==> src/rtl/pass_cmp_pkg.sv <==
// ----------------------------------------------------------------------------
// pass_cmp_pkg: shared types for the pass-through stream comparator.
// Rev 1.0
// ----------------------------------------------------------------------------
`default_nettype none

package pass_cmp_pkg;

  localparam int STATE_W        = 2;
  localparam int DEF_DATA_WIDTH = 8;

  typedef enum logic [STATE_W-1:0] {
    IDLE = 2'd0,
    RUN  = 2'd1,
    FAIL = 2'd2
  } state_t;

  // Sample layout for the default data width; the top builds the same
  // {bool,data} concatenation at its configured width.
  typedef struct packed {
    logic                      bool_bit;
    logic [DEF_DATA_WIDTH-1:0] data;
  } sample_t;

endpackage

`default_nettype wire

==> src/rtl/pass_cmp_fifo.sv <==
// ----------------------------------------------------------------------------
// pass_cmp_fifo: synchronous FIFO holding one side's {bool,data} samples.
// Rev 1.0
// ----------------------------------------------------------------------------
`default_nettype none

module pass_cmp_fifo #(
  parameter int WIDTH = 9,
  parameter int DEPTH = 8
) (
  input  logic             clk,
  input  logic             rstn,
  input  logic             clear,
  input  logic             push,
  input  logic             pop,
  input  logic [WIDTH-1:0] din,
  output logic             full,
  output logic             empty,
  output logic [WIDTH-1:0] head
);

  localparam int AW = $clog2(DEPTH);

  logic [WIDTH-1:0] mem [DEPTH];
  logic [AW:0]      wr_ptr;
  logic [AW:0]      rd_ptr;
  logic             do_push;
  logic             do_pop;

  // Extra pointer bit distinguishes full from empty when the indices match.
  assign empty   = (wr_ptr == rd_ptr);
  assign full    = (wr_ptr[AW] != rd_ptr[AW]) && (wr_ptr[AW-1:0] == rd_ptr[AW-1:0]);
  assign do_pop  = pop && !empty;
  assign do_push = push && (!full || do_pop);
  assign head    = mem[rd_ptr[AW-1:0]];

  always_ff @(posedge clk) begin
    if (!rstn || clear) begin
      wr_ptr <= '0;
      rd_ptr <= '0;
    end else begin
      if (do_push) wr_ptr <= wr_ptr + 1'b1;
      if (do_pop)  rd_ptr <= rd_ptr + 1'b1;
    end
  end

  always_ff @(posedge clk) begin
    if (do_push) mem[wr_ptr[AW-1:0]] <= din;
  end

endmodule

`default_nettype wire

==> src/rtl/pass_compare.sv <==
// ----------------------------------------------------------------------------
// pass_compare: compares reference and RTL sample streams with skew FIFOs.
// Rev 1.0
// ----------------------------------------------------------------------------
`default_nettype none

module pass_compare
  import pass_cmp_pkg::*;
#(
  parameter int DATA_WIDTH   = 8,
  parameter int DEPTH        = 8,
  parameter int CNT_WIDTH    = 16,
  parameter int TIMEOUT      = 64,
  parameter int STOP_ON_FAIL = 1
) (
  input  logic                  clk,
  input  logic                  rstn,
  input  logic                  clear_i,
  input  logic                  a_valid_i,
  input  logic                  a_bool_i,
  input  logic [DATA_WIDTH-1:0] a_data_i,
  input  logic                  b_valid_i,
  input  logic                  b_bool_i,
  input  logic [DATA_WIDTH-1:0] b_data_i,
  output logic                  cmp_valid_o,
  output logic                  match_o,
  output logic [CNT_WIDTH-1:0]  match_cnt_o,
  output logic [CNT_WIDTH-1:0]  mismatch_cnt_o,
  output logic [CNT_WIDTH-1:0]  first_idx_o,
  output logic [DATA_WIDTH:0]   first_a_o,
  output logic [DATA_WIDTH:0]   first_b_o,
  output logic                  overflow_o,
  output logic                  timeout_o,
  output logic [1:0]            state_o
);

  localparam int                   TW      = $clog2(TIMEOUT + 1);
  localparam logic [CNT_WIDTH-1:0] CNT_MAX = '1;
  localparam logic [TW-1:0]        TO_LAST = TW'(TIMEOUT - 1);

  state_t              state;
  state_t              state_nxt;
  logic                accept;
  logic                push_a;
  logic                push_b;
  logic                full_a;
  logic                full_b;
  logic                empty_a;
  logic                empty_b;
  logic                pop;
  logic                one_side;
  logic                ovf;
  logic                to_hit;
  logic                mm_evt;
  logic                stop_pend;
  logic [DATA_WIDTH:0] a_in;
  logic [DATA_WIDTH:0] b_in;
  logic [DATA_WIDTH:0] head_a;
  logic [DATA_WIDTH:0] head_b;

  // Pop stage: heads captured at the pop edge, compared the edge after.
  logic                p_valid;
  logic [DATA_WIDTH:0] p_a;
  logic [DATA_WIDTH:0] p_b;
  logic [CNT_WIDTH-1:0] p_idx;
  logic                p_match;
  logic [CNT_WIDTH-1:0] idx;
  logic [TW-1:0]       tcnt;

  assign a_in      = {a_bool_i, a_data_i};
  assign b_in      = {b_bool_i, b_data_i};
  assign accept    = (state != FAIL);
  assign push_a    = a_valid_i && accept;
  assign push_b    = b_valid_i && accept;
  assign p_match   = (p_a == p_b);
  assign mm_evt    = p_valid && !p_match;
  // Holding off the next pop keeps nothing in flight once a stopping mismatch lands.
  assign stop_pend = (STOP_ON_FAIL != 0) && mm_evt;
  assign pop       = (state == RUN) && !empty_a && !empty_b && !stop_pend;
  assign one_side  = (state == RUN) && (empty_a != empty_b);
  assign ovf       = (push_a && full_a && !pop) || (push_b && full_b && !pop);
  assign to_hit    = one_side && (tcnt == TO_LAST);

  pass_cmp_fifo #(
    .WIDTH (DATA_WIDTH + 1),
    .DEPTH (DEPTH)
  ) u_fifo_a (
    .clk   (clk),
    .rstn  (rstn),
    .clear (clear_i),
    .push  (push_a),
    .pop   (pop),
    .din   (a_in),
    .full  (full_a),
    .empty (empty_a),
    .head  (head_a)
  );

  pass_cmp_fifo #(
    .WIDTH (DATA_WIDTH + 1),
    .DEPTH (DEPTH)
  ) u_fifo_b (
    .clk   (clk),
    .rstn  (rstn),
    .clear (clear_i),
    .push  (push_b),
    .pop   (pop),
    .din   (b_in),
    .full  (full_b),
    .empty (empty_b),
    .head  (head_b)
  );

  always_ff @(posedge clk) begin
    if (!rstn || clear_i) state <= IDLE;
    else                  state <= state_nxt;
  end

  always_comb begin
    state_nxt = state;
    case (state)
      IDLE: if (push_a || push_b) state_nxt = RUN;
      RUN:  if (ovf || to_hit || ((STOP_ON_FAIL != 0) && mm_evt)) state_nxt = FAIL;
      FAIL: state_nxt = FAIL;
      default: state_nxt = IDLE;
    endcase
  end

  always_comb begin
    state_o = state;
  end

  always_ff @(posedge clk) begin
    if (!rstn || clear_i) begin
      p_valid        <= 1'b0;
      p_a            <= '0;
      p_b            <= '0;
      p_idx          <= '0;
      idx            <= '0;
      cmp_valid_o    <= 1'b0;
      match_o        <= 1'b0;
      match_cnt_o    <= '0;
      mismatch_cnt_o <= '0;
      first_idx_o    <= '0;
      first_a_o      <= '0;
      first_b_o      <= '0;
      overflow_o     <= 1'b0;
      timeout_o      <= 1'b0;
      tcnt           <= '0;
    end else begin
      p_valid <= pop;
      if (pop) begin
        p_a   <= head_a;
        p_b   <= head_b;
        p_idx <= idx;
        if (idx != CNT_MAX) idx <= idx + 1'b1;
      end

      cmp_valid_o <= p_valid;
      match_o     <= p_valid && p_match;
      if (p_valid && p_match && (match_cnt_o != CNT_MAX))
        match_cnt_o <= match_cnt_o + 1'b1;
      if (mm_evt) begin
        if (mismatch_cnt_o == '0) begin
          first_idx_o <= p_idx;
          first_a_o   <= p_a;
          first_b_o   <= p_b;
        end
        if (mismatch_cnt_o != CNT_MAX) mismatch_cnt_o <= mismatch_cnt_o + 1'b1;
      end

      if (ovf)    overflow_o <= 1'b1;
      if (to_hit) timeout_o  <= 1'b1;

      if (pop || (empty_a && empty_b)) tcnt <= '0;
      else if (one_side)               tcnt <= tcnt + 1'b1;
    end
  end

endmodule

`default_nettype wire

==> config.mk <==
export PLATFORM = sky130hd
export DESIGN_NAME = pass_compare
export DESIGN_NICKNAME = d
export VERILOG_FILES = /design/src/rtl/pass_cmp_pkg.sv /design/src/rtl/pass_cmp_fifo.sv /design/src/rtl/pass_compare.sv
export SDC_FILE = /design/constraint.sdc
export NUM_CORES = 1
export LEC_CHECK = 0
export CAP_MARGIN = 20
export CORE_MARGIN = 3
export CORE_UTILIZATION = 53
export DETAILED_ROUTE_END_ITERATION = 8
export PLACE_DENSITY_LB_ADDON = 0.05
export SLEW_MARGIN = 20
export SYNTH_ARGS = -nofsm -noshare
export SYNTH_HDL_FRONTEND = slang
export SYNTH_HIERARCHICAL = 1
export SYNTH_SLANG_ARGS = --single-unit
==> constraint.sdc <==
create_clock -name clk -period 3.7 [get_ports clk]
set_clock_uncertainty 0.05 [all_clocks]
set_input_delay 0.74 -clock clk [delete_from_list [all_inputs] [get_ports clk]]
set_output_delay 0.74 -clock clk [all_outputs]
set_load 0.005 [all_outputs]
==> out/qor.csv <==
stage,metric,value,unit
clock_tree,Num CTS Buffers,31,
floorplanning,Top Ports,95,
pwr,leak pwr,4.786,nW
synthesis,Synth async-reset ratio,0,
route,vias,8640,
clock_tree,clk sinks,296,
layout,count of non-filler cells in the finished layout,1498,
sta,final setup violation count,0,
pwr,Internal,5.484,mW
clock_tree,post-CTS resize count,0,
floorplanning,Starting Density,0.5504,
placement,Placed Cells,1441,
synthesis,top_reg_cell synth,dfxtp_1,
global_route,gr usage total,0.2048,
layout,layout cells sized above 1,0.1350,
sta,Worst slew margin,0.4089,
synthesis,syn nets,1110,
global_route,initial antenna violation count,0,
synthesis,register area share after synthesis,0.5806,
layout,# fillers,1796,
pwr,VDD IR max,0.3779,mV
sta,Period minus WS final,2.743,ns
pwr,Pwr Total,6.864,mW
sta,Max Slew Vio Count,0,
route,"antenna viol nets, final",0,
synthesis,post-synthesis cell area,12690,sq um
floorplanning,Cell Rows,55,
synthesis,Yosys reg bits,296,
sta,Final period util,0.7413,
clock_tree,setup bufs post-CTS,0,
floorplanning,total die area,25840,sq um
pwr,part of the power in registers,0.506,
placement,DPL Wire Length,17550,microns
clock_tree,TritonCTS clock tree,yes,
global_route,grt total ovfl,0,
route,Initial DRC Count,684,
clock_tree,clock buffer depth,3,
pwr,PwrDens,456.0,nW/um^2
pwr,clock network power share,0.467,
placement,DP Area,13980,sq um
sta,final hold violations,0,
sta,pin slew with the least headroom to its limit,0.8855,ns
critical_path,Crit Path Max Fanout,13,
placement,RePlAce Congestion,0.8129,
global_route,largest net degree at the start of global routing,130,
floorplanning,die width,160.7,microns
sta,fmax,364.6,MHz
route,Avg Vias per Cell,5.768,
critical_path,Arrival @ worst endpoint,3.00,ns
critical_path,crit path kind,reg -> reg,
clock_tree,CTS HTree Levels,1,
synthesis,"EDFF count, synth",144,
clock_tree,"Hold-fix buffers, CTS",0,
pwr,Net Sw Frac,0.2010,
pwr,Net Sw Power,1.380,mW
critical_path,CP dominant cell by count,nor2_1,
sta,RSZ-0062 raised after global routing,false,
critical_path,Worst Setup End Kind,flip-flop,
layout,Finished Core Util,0.6529,
clock_tree,Clock Latency Late Sink,0.56,ns
critical_path,CP max stage cell,dfxtp_1,
min_path,worst hold path type,reg -> reg,
critical_path,nature of the critical path startpoint,flip-flop,
synthesis,Gate Count Post-Synth,1074,
synthesis,mean cell area of the mapped netlist,11.82,sq um
clock_tree,clock root buffer master,clkbuf_16,
route,drt wl/cell,18.04,microns
layout,post-route cell area,15050,sq um
floorplanning,Die H,160.7,microns
route,drc violations,0,
flow_run,Max Cap Viol,0,
layout,nets,1197,
floorplanning,Core ar.,23050,sq um
placement,IO buf count,94,
global_route,vias in the first global route,8157,
critical_path,"Cell Chain, Critical Path",xor2_2 -> nor4_1 -> nor2_1 -> nand2_1 -> nor2_1 -> buf_4 -> o211ai_1 -> nor2_1 -> buf_4,
sta,aggregate negative setup slack,0,ns
route,DRT Pass-1 Iters,5,
synthesis,"Distinct cells, synth",66,
clock_tree,clk slew on worst S/H paths,0.06,ns
pwr,combinational power share,0.028,
layout,synthesis-to-finish area growth,18.62,%
synthesis,Yosys warnings,6,
layout,number of diodes,0,
route,final WL,27020,microns
critical_path,CP peak stage delay,0.57,ns
critical_path,WP data required,3.96,ns
status,outcome,completed,
global_route,first-pass GRT wire length,43600,microns
==> critical path: cells and delay by family (launching register included) <==
kind                   cells  cell delay (ns)
AND/OR/NAND/NOR            5             1.03
flip-flops                 1             0.57
buffers and inverters      2             0.39
AO/OA/AOI/OAI              1             0.29
XOR/XNOR                   1             0.16
==> Yosys cell counts (4+ instances only) <==
library cell	count	share of area
a21oi_1	56	0.022
and2_1	6	0.0030
and4_1	8	0.0055
buf_1	4	0.0012
buf_2	14	0.0055
buf_4	7	0.0041
buf_6	5	0.0044
clkbuf_1	44	0.013
dfxtp_1	152	0.24
edfxtp_1	144	0.34
ha_1	13	0.013
inv_1	16	0.0047
mux2_2	18	0.016
mux2i_1	31	0.024
mux4_2	36	0.064
nand2_1	90	0.027
nand2b_1	33	0.016
nand3_1	91	0.036
nand4_1	19	0.0094
nor2_1	35	0.010
nor2b_1	6	0.0030
nor3_1	17	0.0067
nor4_1	22	0.011
o211ai_1	4	0.0024
o21ai_0	81	0.032
o311ai_1	6	0.0041
o31ai_1	11	0.0065
o41ai_1	5	0.0035
or3_1	6	0.0030
or4_1	12	0.0071
xnor2_1	10	0.0069
xor2_1	16	0.011
xor2_2	4	0.0051
==> routing by layer <==
layer,global-route usage,vias to the layer above,share of wire,wire [microns]
li1,-,4200,-,-
met1,0.2873,4216,0.45,12090
met2,0.3472,200,0.50,13400
met3,0.03095,24,0.047,1276
met4,0.03207,0,0.0093,252
met5,0,-,0,0
==> power by group through the flow <==
stage | logic [mW] | registers [mW] | clock network (mW)
floorplan | 0.107 | 3.53 | 0
global placement | 0.191 | 3.54 | 0
detailed placement | 0.193 | 3.54 | 0
CTS | 0.194 | 3.47 | 3.27
global route | 0.212 | 3.47 | 3.40
finish | 0.191 | 3.47 | 3.20
==> layout by cell type, fill, tap and decap left out, drive strengths merged, types with 3 or more instances in the layout <==
cell type,synthesis,layout
nor4,24,24
and2,7,7
nand3,91,91
clkbuf,44,39
a21o,3,3
nand4,20,20
or3,6,6
inv,18,19
and3,3,3
or4,12,12
and4,8,8
nand2,90,90
edfxtp,144,144
o211ai,4,4
bufinv,0,5
mux2,18,18
dfxtp,152,152
nor4b,3,3
o311ai,7,7
o41ai,7,7
nor2,36,36
clkdlybuf4s50,0,94
nor2b,6,6
nor3,20,20
o21ai,84,84
mux4,36,36
o31ai,11,11
mux2i,31,31
clkinvlp,0,3
xnor2,10,10
ha,13,13
nand2b,33,33
xor2,20,20
clkinv,0,9
a21oi,56,56
buf,30,34
==> flip-flops by register name (all words and copies together), names as in the netlist, 2 cells and up, named ones only <==
signal           cells
u_fifo_a/mem        72
u_fifo_b/mem        72
first_idx_o         16
idx                 16
match_cnt_o         16
mismatch_cnt_o      16
p_idx               16
first_a_o            9
first_b_o            9
p_a                  9
p_b                  9
tcnt                 7
u_fifo_a/rd_ptr      4
u_fifo_a/wr_ptr      4
u_fifo_b/rd_ptr      4
u_fifo_b/wr_ptr      4
state_o              2
==> path summary, 6_finish.rpt <==
check	from	endpoint	slack, ns	cells past startpoint
worst min register to register	first_idx_o[13]$_SDFFE_PP0P_	first_idx_o[13]$_SDFFE_PP0P_	0.40	2
worst max-delay path	u_fifo_a/wr_ptr[2]$_SDFFE_PP0P_	u_fifo_b/mem[5][1]$_DFFE_PP_	0.96	9
worst max register to register	u_fifo_a/wr_ptr[2]$_SDFFE_PP0P_	u_fifo_b/mem[5][1]$_DFFE_PP_	0.96	9
worst min-delay path	first_idx_o[13]$_SDFFE_PP0P_	first_idx_o[13]$_SDFFE_PP0P_	0.40	2
==> cells by family after synthesis <==
| logic type | count (synthesis) | synth area share |
|---|---|---|
| AO/OA/AOI/OAI | 191 | 0.09150 |
| XOR/XNOR | 30 | 0.02307 |
| adder cells (fa/ha/maj) | 13 | 0.01282 |
| buffers and inverters | 92 | 0.03362 |
| flip-flops | 296 | 0.5806 |
| multiplexers | 85 | 0.1043 |
| AND/OR/NAND/NOR | 367 | 0.1541 |
==> final cells by class <==
type                       instances  area (sq um)  area share
tap                              313         391.6     0.02602
inverter                          18         67.56    0.004489
clock buffer                      39         835.8     0.05553
clock inverter                    18         236.5     0.01571
sequential                       296          7367      0.4894
multi-input combinational        686          4945      0.3285
timing repair buffer             128          1209     0.08030
==> through the flow <==
stage,setup WS (ns),hold WS [ns]
after floorplan,0.1306,0.3872
after global placement,0.9558,0.3928
after detailed placement,0.9213,0.3987
after CTS,0.9563,0.4086
after global routing,0.6199,0.4350
final,0.9573,0.4022
Power figures use the tool's default switching activity.
